File: src/rtl/fft_frame_reader.sv
// Collects one FFT output frame (FRAME_LEN samples starting at index 0) into a
// parallel register bank and holds it until the consumer accepts it.
module fft_frame_reader #(
   parameter int FRAME_LEN = 8,
   parameter int DATA_W    = 4
) (
   input  logic                          clk,
   input  logic                          rst,
   input  logic [DATA_W-1:0]             fft_data,
   input  logic                          fft_idx_zero,
   output logic [FRAME_LEN*DATA_W-1:0]   frame_data,
   output logic                          frame_valid,
   input  logic                          frame_ready,
   output logic                          sync_lost,
   output logic                          overrun
);

   localparam int CNT_W = $clog2(FRAME_LEN + 1);
   localparam logic [CNT_W-1:0] CNT_ONE  = CNT_W'(1);
   localparam logic [CNT_W-1:0] CNT_LAST = CNT_W'(FRAME_LEN - 1);

   typedef enum logic [1:0] {
      ST_SYNC,
      ST_CAPTURE,
      ST_HOLD
   } state_t;

   state_t             state_reg;
   logic [CNT_W-1:0]   count_reg;
   logic [DATA_W-1:0]  slot_reg [FRAME_LEN];

   logic handshake;
   logic load_first;
   logic store_next;

   assign handshake = frame_valid & frame_ready;

   // load_first: this cycle's sample becomes slot 0 of a new frame.
   always_comb begin
      load_first = 1'b0;
      store_next = 1'b0;
      case (state_reg)
         ST_SYNC:    load_first = fft_idx_zero;
         ST_CAPTURE: begin
            load_first = fft_idx_zero;
            store_next = ~fft_idx_zero;
         end
         ST_HOLD:    load_first = fft_idx_zero & handshake;
         default:    load_first = 1'b0;
      endcase
   end

   always_ff @(posedge clk) begin
      if (rst) begin
         state_reg   <= ST_SYNC;
         count_reg   <= '0;
         frame_valid <= 1'b0;
         sync_lost   <= 1'b0;
         overrun     <= 1'b0;
      end else begin
         case (state_reg)
            ST_SYNC: begin
               if (fft_idx_zero) begin
                  count_reg <= CNT_ONE;
                  state_reg <= ST_CAPTURE;
               end
            end
            ST_CAPTURE: begin
               if (fft_idx_zero) begin
                  // Early index 0: drop the partial frame and restart on this sample.
                  sync_lost <= 1'b1;
                  count_reg <= CNT_ONE;
               end else if (count_reg == CNT_LAST) begin
                  count_reg   <= '0;
                  frame_valid <= 1'b1;
                  state_reg   <= ST_HOLD;
               end else begin
                  count_reg <= count_reg + CNT_ONE;
               end
            end
            ST_HOLD: begin
               if (handshake) begin
                  frame_valid <= 1'b0;
                  if (fft_idx_zero) begin
                     count_reg <= CNT_ONE;
                     state_reg <= ST_CAPTURE;
                  end else begin
                     state_reg <= ST_SYNC;
                  end
               end else if (fft_idx_zero) begin
                  overrun <= 1'b1;
               end
            end
            default: begin
               state_reg <= ST_SYNC;
               count_reg <= '0;
            end
         endcase
      end
   end

   generate
      for (genvar gi = 0; gi < FRAME_LEN; gi++) begin : g_slot
         always_ff @(posedge clk) begin
            if (rst) begin
               slot_reg[gi] <= '0;
            end else if ((load_first && gi == 0) ||
                         (store_next && count_reg == CNT_W'(gi))) begin
               slot_reg[gi] <= fft_data;
            end
         end
         assign frame_data[gi*DATA_W +: DATA_W] = slot_reg[gi];
      end
   endgenerate

endmodule
File: config.mk
export PLATFORM = sky130hd
export DESIGN_NAME = fft_frame_reader
export DESIGN_NICKNAME = d
export VERILOG_FILES = /design/src/rtl/fft_frame_reader.sv
export SDC_FILE = /design/constraint.sdc
export NUM_CORES = 1
export LEC_CHECK = 0
export ABC_AREA = 1
export CORE_ASPECT_RATIO = 0.6
export CORE_MARGIN = 8
export CORE_UTILIZATION = 49
export CTS_CLUSTER_DIAMETER = 150
export CTS_CLUSTER_SIZE = 28
export DETAILED_ROUTE_END_ITERATION = 7
export GPL_ROUTABILITY_DRIVEN = 0
export PLACE_DENSITY = 0.78
export SYNTH_ARGS = -nofsm -noshare
export SYNTH_HDL_FRONTEND = slang
export SYNTH_SLANG_ARGS = --single-unit
File: constraint.sdc
create_clock -name clk -period 1.7 [get_ports clk]
set_input_delay 0.34 -clock clk [delete_from_list [all_inputs] [get_ports clk]]
set_output_delay 0.34 -clock clk [all_outputs]
set_load 0.1 [all_outputs]
==> Yosys cells after proc, flatten, opt, wreduce, memory -nomap -nowiden <==
Memory sizes are Yosys's and may differ from the RTL's.
Index checks and enable logic that the tools add are counted.
{ "word_totals": {"wordCells": 100, "mem_bits_rw": 32, "input_bits": 8, "mem_count": 1, "reg_bits": 9, "output_inout_bits": 35} }
{ "mem_list": {"columns": ["memory", "words", "width", "rd", "rd_ports_with_merged_regs", "write_ports", "line", "source"], "rows": [
  ["slot_reg", 8, 4, 8, 0, 8, "30", "logic [DATA_W-1:0] slot_reg [FRAME_LEN];"]
]} }
{ "op_classes": {"n_bitwise": 12, "addsub": 1, "n_reduce_logical": 17, "eq_ne": 13, "n_mux": 51} }
{ "op_table": {"columns": ["cell", "count"], "rows": [
  ["$mux 4", 12],
  ["$mux 1", 31],
  ["$eq 4x3->1 const B", 4],
  ["$pmux 4 s3", 1],
  ["$eq 4x2->1 const B", 2],
  ["$logic_and 1x1->1", 8],
  ["$mux 2", 4],
  ["$ne 2x2->1 const B", 4],
  ["$or 1x1->1", 8],
  ["$reduce_and 4->1", 2],
  ["$pmux 2 s3", 1],
  ["$add 4x1->4 const B", 1],
  ["$eq 4x1->1 const B", 1],
  ["$logic_not 4->1", 1],
  ["$pmux 1 s2", 2],
  ["$reduce_and 3->1", 1],
  ["$and 1x1->1", 2],
  ["$eq 2x1->1 const B", 1],
  ["$eq 2x2->1 const B", 1],
  ["$logic_not 2->1", 1],
  ["$not 1->1", 2],
  ["$reduce_and 2->1", 1],
  ["$reduce_bool 2->1", 1],
  ["$reduce_or 2->1", 1],
  ["$logic_or 1x1->1", 1]
]} }

==> Logic depth before layout (Yosys ltp) <==
Gate-level depths: netlist of run 1.
{ "depth": {"depth_word": 8, "depth_mapped": 6, "depth_no_buf": 6} }

==> Least setup slack after synthesis of run 1 <==
No wires, ideal clock.
{ "synth_path": {"kind": "register -> register", "startpoint": "register frame_valid", "endpoint": "memory slot_reg[0][0], enable pin", "t_arrival_ns": 1.558, "slack_ns": -0.170, "path_stages_with_launch": 5, "synth_period_minus_slack_ns": 1.870, "setup_time_ns": 0.312, "n_path_buf": 0, "path_cell_list": "dfxtp_1 -> nand2_1 -> nand2_1 -> nand3_1 -> nand3_1"} }
{ "synth_rtl": {"columns": ["item", "line", "source"], "rows": [
  ["start: declaration", "12", "output logic frame_valid,"],
  ["start signal: assignment", "57", "frame_valid <= 1'b0;"],
  ["start signal: assignment", "75", "frame_valid <= 1'b1;"],
  ["start signal: assignment", "83", "frame_valid <= 1'b0;"],
  ["end: declaration", "30", null]
]} }

==> metrics.md, run 1 <==
| Metric | Value |
|---|---|
| Status | finished clean |
| Setup violators final | 0 |
| Clock network fraction of design power | 0.315 |
| Worst Hold End | sync_lost |
| Area taken by multi-input logic gates | 654 µm² |
| Achievable Freq | 657 MHz |
| Vias per cell | 5.30 |
| Distinct cells, synth | 21 |
| Flop pwr share | 0.455 |
| Grt ovf | 0 |
| Yosys top cell area share | 0.509 |
| Crit Path Class | reg -> reg |
| Number of post-CTS setup repair buffers | 0 |
| Largest area contributor in the synthesized netlist | edfxtp_1 |
| Setup TNS Final | 0 ns |
| FF+latch area | 1140 µm² |
| DRT Wirelength | 4.58 mm |
| Hold Path Class | reg -> reg |
| Num Clock Sinks | 41 |
| Max-cap violation count | 0 |
| Fin crit period | 1.52 ns |
| Clock transition at path regs | 0.07 ns |
| Crit. End Element | flop |
| Clk_lat worst skew | 0.30 ns |
| DRC | 0 |
| Nets | 247 |
| LEAKAGE | 0.00122 µW |
| FILL cells | 189 |
| Post-synth EDFFs | 32 |
| CORE AREA | 3680 µm² |
| Via count | 1,500 |
| Synth Cell Area | 1890 µm² |
| # H-tree levels | 2 |
| Num rows | 17 |
| DR pass1 iterations | 4 |
| Most frequent cells after synthesis | nor2_1, edfxtp_1, nand2_1, inv_1, dfxtp_1 |
| Psw | 753 µW |
| Logic gate share of total power | 0.230 |
| Pint | 1790 µW |
| CP Data Required Time | 1.72 ns |
| R2R Setup Slk | 0.18 ns |
| Maximum vdd drop | 0.000548 V |
| Die Ht | 64.1 µm |
| Post-CTS sizing | 0 |
| Cells after synthesis | 170 |
| Total GRT Usage | 0.157 |
| Synthesis-stage register bit count | 41 |
| Avg Cell Area, Syn | 11.1 µm² |
| Final Cycle Share | 0.895 |
| Primary FF master, synth | edfxtp_1 |
| ANT cells | 0 |
| I/O pin total | 43 |
| CTS tree | yes |
| Switching Fraction | 0.296 |
| Share of cells above drive strength 1 | 0.326 |
| Initial antenna violation count | 0 |
| Die ar. | 6160 µm² |
| Largest net degree at the start of global routing | 18 |
| Pwr/cell area | 862 nW/µm² |
| CTS Buf Count | 5 |
| Slew at the pin closest to its max-slew limit | 0.355 ns |
| Vias in the first global route | 1,483 |
| Ranking of synthesized cells by area | edfxtp_1, dfxtp_1, nor2_1, nand4_4, nand2_1 |
| CP arrival | 1.55 ns |
| Largest register FFs | 32 |
| Clock Path Buffers | 2 |
| First-pass GRT wire length | 7.25 mm |
| Synth warn | 0 |
| Worst reg2reg path startpoint | count_reg[0] |
| Crit start category | flop |
| Clock Skew | 0.00493 ns |
| Hold Crit Start | sync_lost |
| Post-Syn Nets | 182 |
| Starting density of the core | 0.513 |
| Slew Limit Fails | 0 |
| Reg2reg end | slot_reg[1][8] |
| Die Span X | 96.1 µm |
| Worst reg-to-reg path cell count | 5 |
| Hold Path Depth | 2 |
| Final Hold Fails | 0 |
| CP Max Fanout | 5 |
| RSZ-0062 raised after global routing | no |
| DRT antenna net count | 0 |
| CTS root buf | clkbuf_8 |
| Area Growth Syn to Fin | 56.6% |
| Top-count cell post-synth | nor2_1 |
| Hold buffers post-CTS | 0 |
| Port bufs | 42 |
| WL/cell | 16.2 µm |
| Slew Limit Headroom | 0.763 |
| FFs w/ async S/R, synth | 0 |
| Register area share after synthesis | 0.605 |
| Placed cell area | 2840 µm² |
| Fin area | 2950 µm² |
| DP HPWL | 3.53 mm |
| Drt first-iter violations | 101 |
[power by group through the flow]
| stage | Clock (µW) | Combinational, µW | Sequential [µW] |
|---|---|---|---|
| after floorplan | 0 | 109 | 1420 |
| after global placement | 0 | 578 | 1180 |
| after detailed placement | 0 | 586 | 1180 |
| after CTS | 806 | 588 | 1160 |
| after global routing | 843 | 607 | 1160 |
| final | 801 | 585 | 1160 |
[cell usage in the layout (no fill, tap or decap)]
cell type,n
dfxtp_2,1
inv_12,1
o31ai_1,1
nor2_8,1
clkbuf_8,6
nand2_1,28
ha_1,4
inv_2,3
nor2_1,39
a31oi_1,1
bufinv_16,1
nand4_1,4
clkbuf_1,1
nand4_4,6
nand2_8,1
buf_12,35
inv_1,15
dfxtp_1,8
o21ai_0,6
a21oi_1,5
nand2_4,1
a21oi_2,2
edfxtp_1,32
buf_4,17
nor2_4,2
nand3_1,8
clkdlybuf4s50_1,7
[through the flow]
stage	setup WS [ns]	hold slack, ns	utilization	power, µW	std cells
2_1_floorplan	0.177	0.402	-	1530	170
3_3_place_gp	0.00889	0.477	0.771	1760	275
3_5_place_dp	-0.0540	0.479	0.771	1770	275
4_1_cts	0.177	0.491	0.803	2550	283
5_1_grt	0.0461	0.504	0.803	2610	283
6_report	0.179	0.486	0.803	2540	283
[worst max-delay path by stage]
| stage | start | endpoint | slack [ns] | depth (start not counted) |
|---|---|---|---|---|
| 3_5_place_dp | fft_idx_zero | slot_reg[1][11] | -0.05 | 5 |
| 6_report | count_reg[0] | slot_reg[1][8] | 0.18 | 5 |
| 4_1_cts | state_reg[0] | slot_reg[1][8] | 0.18 | 5 |
| 3_3_place_gp | fft_idx_zero | slot_reg[1][9] | 0.009 | 5 |
| 2_1_floorplan | count_reg[2] | slot_reg[1][0] | 0.18 | 4 |
| 5_1_grt | count_reg[0] | slot_reg[1][8] | 0.05 | 5 |
[layout make-up]
cell class              count  share of cell area
repair buffers             59               0.304
multi-input cells         109               0.222
clock inverters             1              0.0102
clock buffers               7              0.0292
flip-flops and latches     41               0.387
inverters                  19              0.0284
well taps                  47              0.0199
[layer usage]
layer / vias to the layer above / share of wire / GRT usage / wire length, µm
li1: 707 / - / - / -
met1: 717 / 0.42 / 0.190 / 1910
met2: 65 / 0.47 / 0.239 / 2130
met3: 11 / 0.093 / 0.0420 / 427
met4: 0 / 0.024 / 0.103 / 110
met5: - / 0 / 0 / 0
[cells by family (layout without fill, tap and decap cells)]
| logic type | Yosys count | count (layout) | share of synthesized area |
|---|---|---|---|
| compound gates | 15 | 15 | 0.0458 |
| flops | 41 | 41 | 0.605 |
| simple gates | 90 | 90 | 0.275 |
| fa+ha+maj | 4 | 4 | 0.0265 |
| buf+inv | 20 | 86 | 0.0484 |
[worst max-delay path, stage by stage, from the launching register on]
cell	delay (ns)
dfxtp_1	0.35
inv_1	0.13
ha_1	0.31
nand2_1	0.08
o21ai_0	0.20
buf_4	0.18
No activity file was read; power rests on OpenSTA's default activity.
==> run 2, diff against run 1 <==
--- a/config.mk
+++ b/config.mk
@@ -8,12 +8,12 @@
 export ABC_AREA = 1
 export CORE_ASPECT_RATIO = 0.6
 export CORE_MARGIN = 8
-export CORE_UTILIZATION = 49
+export CORE_UTILIZATION = 25
 export CTS_CLUSTER_DIAMETER = 150
 export CTS_CLUSTER_SIZE = 28
 export DETAILED_ROUTE_END_ITERATION = 7
 export GPL_ROUTABILITY_DRIVEN = 0
-export PLACE_DENSITY = 0.78
+export SLEW_MARGIN = 5
 export SYNTH_ARGS = -nofsm -noshare
 export SYNTH_HDL_FRONTEND = slang
 export SYNTH_SLANG_ARGS = --single-unit
==> run 2 against run 1 <==
Net effect: non-clock buffer count decreased by 1; final cell count increased by 20%; final area increased by 3.0%; global-route usage decreased by 6.8 points.
==> metrics.md, run 2 (synthesis gave the netlist of run 1 again) <==
| Metric | Value |
|---|---|
| Setup violators final | 0 |
| Starting density of the core | 0.259 |
| Slew at the pin closest to its max-slew limit | 0.366 ns |
| CP Max Fanout | 5 |
| CTS root buf | clkbuf_16 |
| Largest net degree at the start of global routing | 16 |
| Slew Limit Fails | 0 |
| Area Growth Syn to Fin | 61.3% |
| Number of post-CTS setup repair buffers | 0 |
| Crit. End Element | flop |
| RSZ-0062 raised after global routing | no |
| Initial antenna violation count | 0 |
| Num rows | 24 |
| DP HPWL | 3.49 mm |
| Largest register FFs | 32 |
| WL/cell | 13.2 µm |
| Via count | 1,390 |
| Setup TNS Final | 0 ns |
| Slew Limit Headroom | 0.756 |
| Total GRT Usage | 0.0882 |
| LEAKAGE | 0.00122 µW |
| Critical Path Slowest Stage Cell | dfxtp_1 |
| Die Span X | 128 µm |
| Area taken by multi-input logic gates | 654 µm² |
| Flop pwr share | 0.440 |
| Pint | 1850 µW |
| Vias in the first global route | 1,389 |
| Port bufs | 42 |
| CP peak stage delay | 0.35 ns |
| Final Hold Fails | 0 |
| Worst path bufs/invs | 2 |
| FILL cells | 688 |
| Psw | 784 µW |
| Crit start category | flop |
| Setup crit start | count_reg[0] |
| Drt first-iter violations | 83 |
| Worst reg-to-reg path cell count | 5 |
| DRC | 0 |
| Logic gate share of total power | 0.220 |
| First-pass GRT wire length | 7.36 mm |
| CORE AREA | 7300 µm² |
| I/O pin total | 43 |
| Total chip power | 2640 µW |
| Share of cells above drive strength 1 | 0.328 |
| CTS tree | yes |
| Commonest non-fill, non-tap cell in the layout | nor2_1 |
| Hold Crit Start | sync_lost |
| ANT cells | 0 |
| DRT antenna net count | 0 |
| Die Ht | 83.3 µm |
| Clock Skew | 0.00276 ns |
| Clk_lat worst skew | 0.28 ns |
| FF+latch area | 1140 µm² |
| Achievable Freq | 667 MHz |
| Most frequent cells in the layout | nor2_1, buf_12, edfxtp_1 |
| Maximum vdd drop | 0.000324 V |
| Hold Path Depth | 2 |
| Crit Path Class | reg -> reg |
| CP Data Required Time | 1.70 ns |
| Worst Hold End | sync_lost |
| Vias per cell | 4.10 |
| Clock network fraction of design power | 0.339 |
| Status | finished clean |
| Clock Path Buffers | 2 |
| Reg2reg end | slot_reg[0][10] |
| Pwr/cell area | 866 nW/µm² |
| Fin crit period | 1.50 ns |
| Clock transition at path regs | 0.06 ns |
| CP arrival | 1.50 ns |
| Max-cap violation count | 0 |
| # H-tree levels | 2 |
| Final Core Density | 0.417 |
| Nets | 246 |
| Num Clock Sinks | 41 |
| Final Cycle Share | 0.882 |
| Hold Path Class | reg -> reg |
| DR pass1 iterations | 4 |
| CTS Buf Count | 5 |
| Switching Fraction | 0.297 |
| Worst reg2reg path startpoint | count_reg[0] |
| R2R Setup Slk | 0.20 ns |
| WHS | 0.490 ns |
| Grt ovf | 0 |
| Cell family with most CP delay | flip-flops |
| Crit path cell chain | inv_1 > ha_1 > nand2_1 > o21ai_0 > buf_4 |
| DRT Wirelength | 4.46 mm |
| Die ar. | 10,700 µm² |
[run 2: cell types whose count changed in the layout (fill, tap and decap cells not counted), sizes merged]
cell	change
bufinv	-1
clkinvlp	+1
clkbuf	-1
inv	-1
clkinv	+2
buf	-1
[run 2: per-stage QoR]
step	std cells	instance area, µm²	worst slack (ns)
final	339	3040	0.201
after global routing	339	3040	0.0688
after CTS	339	3040	0.167
after detailed placement	331	2900	-0.0111
after global placement	331	2900	-0.00162
after floorplan	170	1890	0.177
[run 2: worst min-delay path, cell delays in order, from the launching register on]
cell and delay, ns:
dfxtp_1 0.33, inv_1 0.06, a21oi_1 0.05
[run 2: area by class of cell]
type / instances / share of cell area
flip-flops and latches: 41 / 0.375
repair buffers: 58 / 0.293
multi-input cells: 109 / 0.215
well taps: 104 / 0.0427
clock buffers: 6 / 0.0423
inverters: 19 / 0.0288
clock inverters: 2 / 0.00329
[run 2: power by group through the flow]
stage	registers [µW]	logic, µW	clock network [µW]
after floorplan	1420	109	0
after global placement	1180	581	0
after detailed placement	1180	585	0
after CTS	1160	586	920
after global routing	1170	606	951
final	1160	581	895
[run 2: how the worst max path moves through the flow]
stage / end / slack [ns] / cells after the start
after global placement: slot_reg[1][10] / -0.002 / 5
after detailed placement: slot_reg[1][10] / -0.01 / 5
after floorplan: slot_reg[1][0] / 0.18 / 4
after global routing: slot_reg[1][10] / 0.07 / 5
final: slot_reg[0][10] / 0.20 / 5
after CTS: slot_reg[1][1] / 0.17 / 5
[run 2: per-layer routing]
| layer | global-route usage | vias to the layer above | routed length, µm |
|---|---|---|---|
| met5 | 0 | - | 0 |
| met4 | 0.0258 | 0 | 53 |
| met3 | 0.0376 | 6 | 321 |
| met2 | 0.118 | 40 | 1750 |
| met1 | 0.124 | 640 | 2330 |
| li1 | - | 704 | - |
[run 2: timing repair]
action	in CTS	in global routing
endpoints found under the setup margin	0	4
hold buffers	0	0
resized for setup	0	1
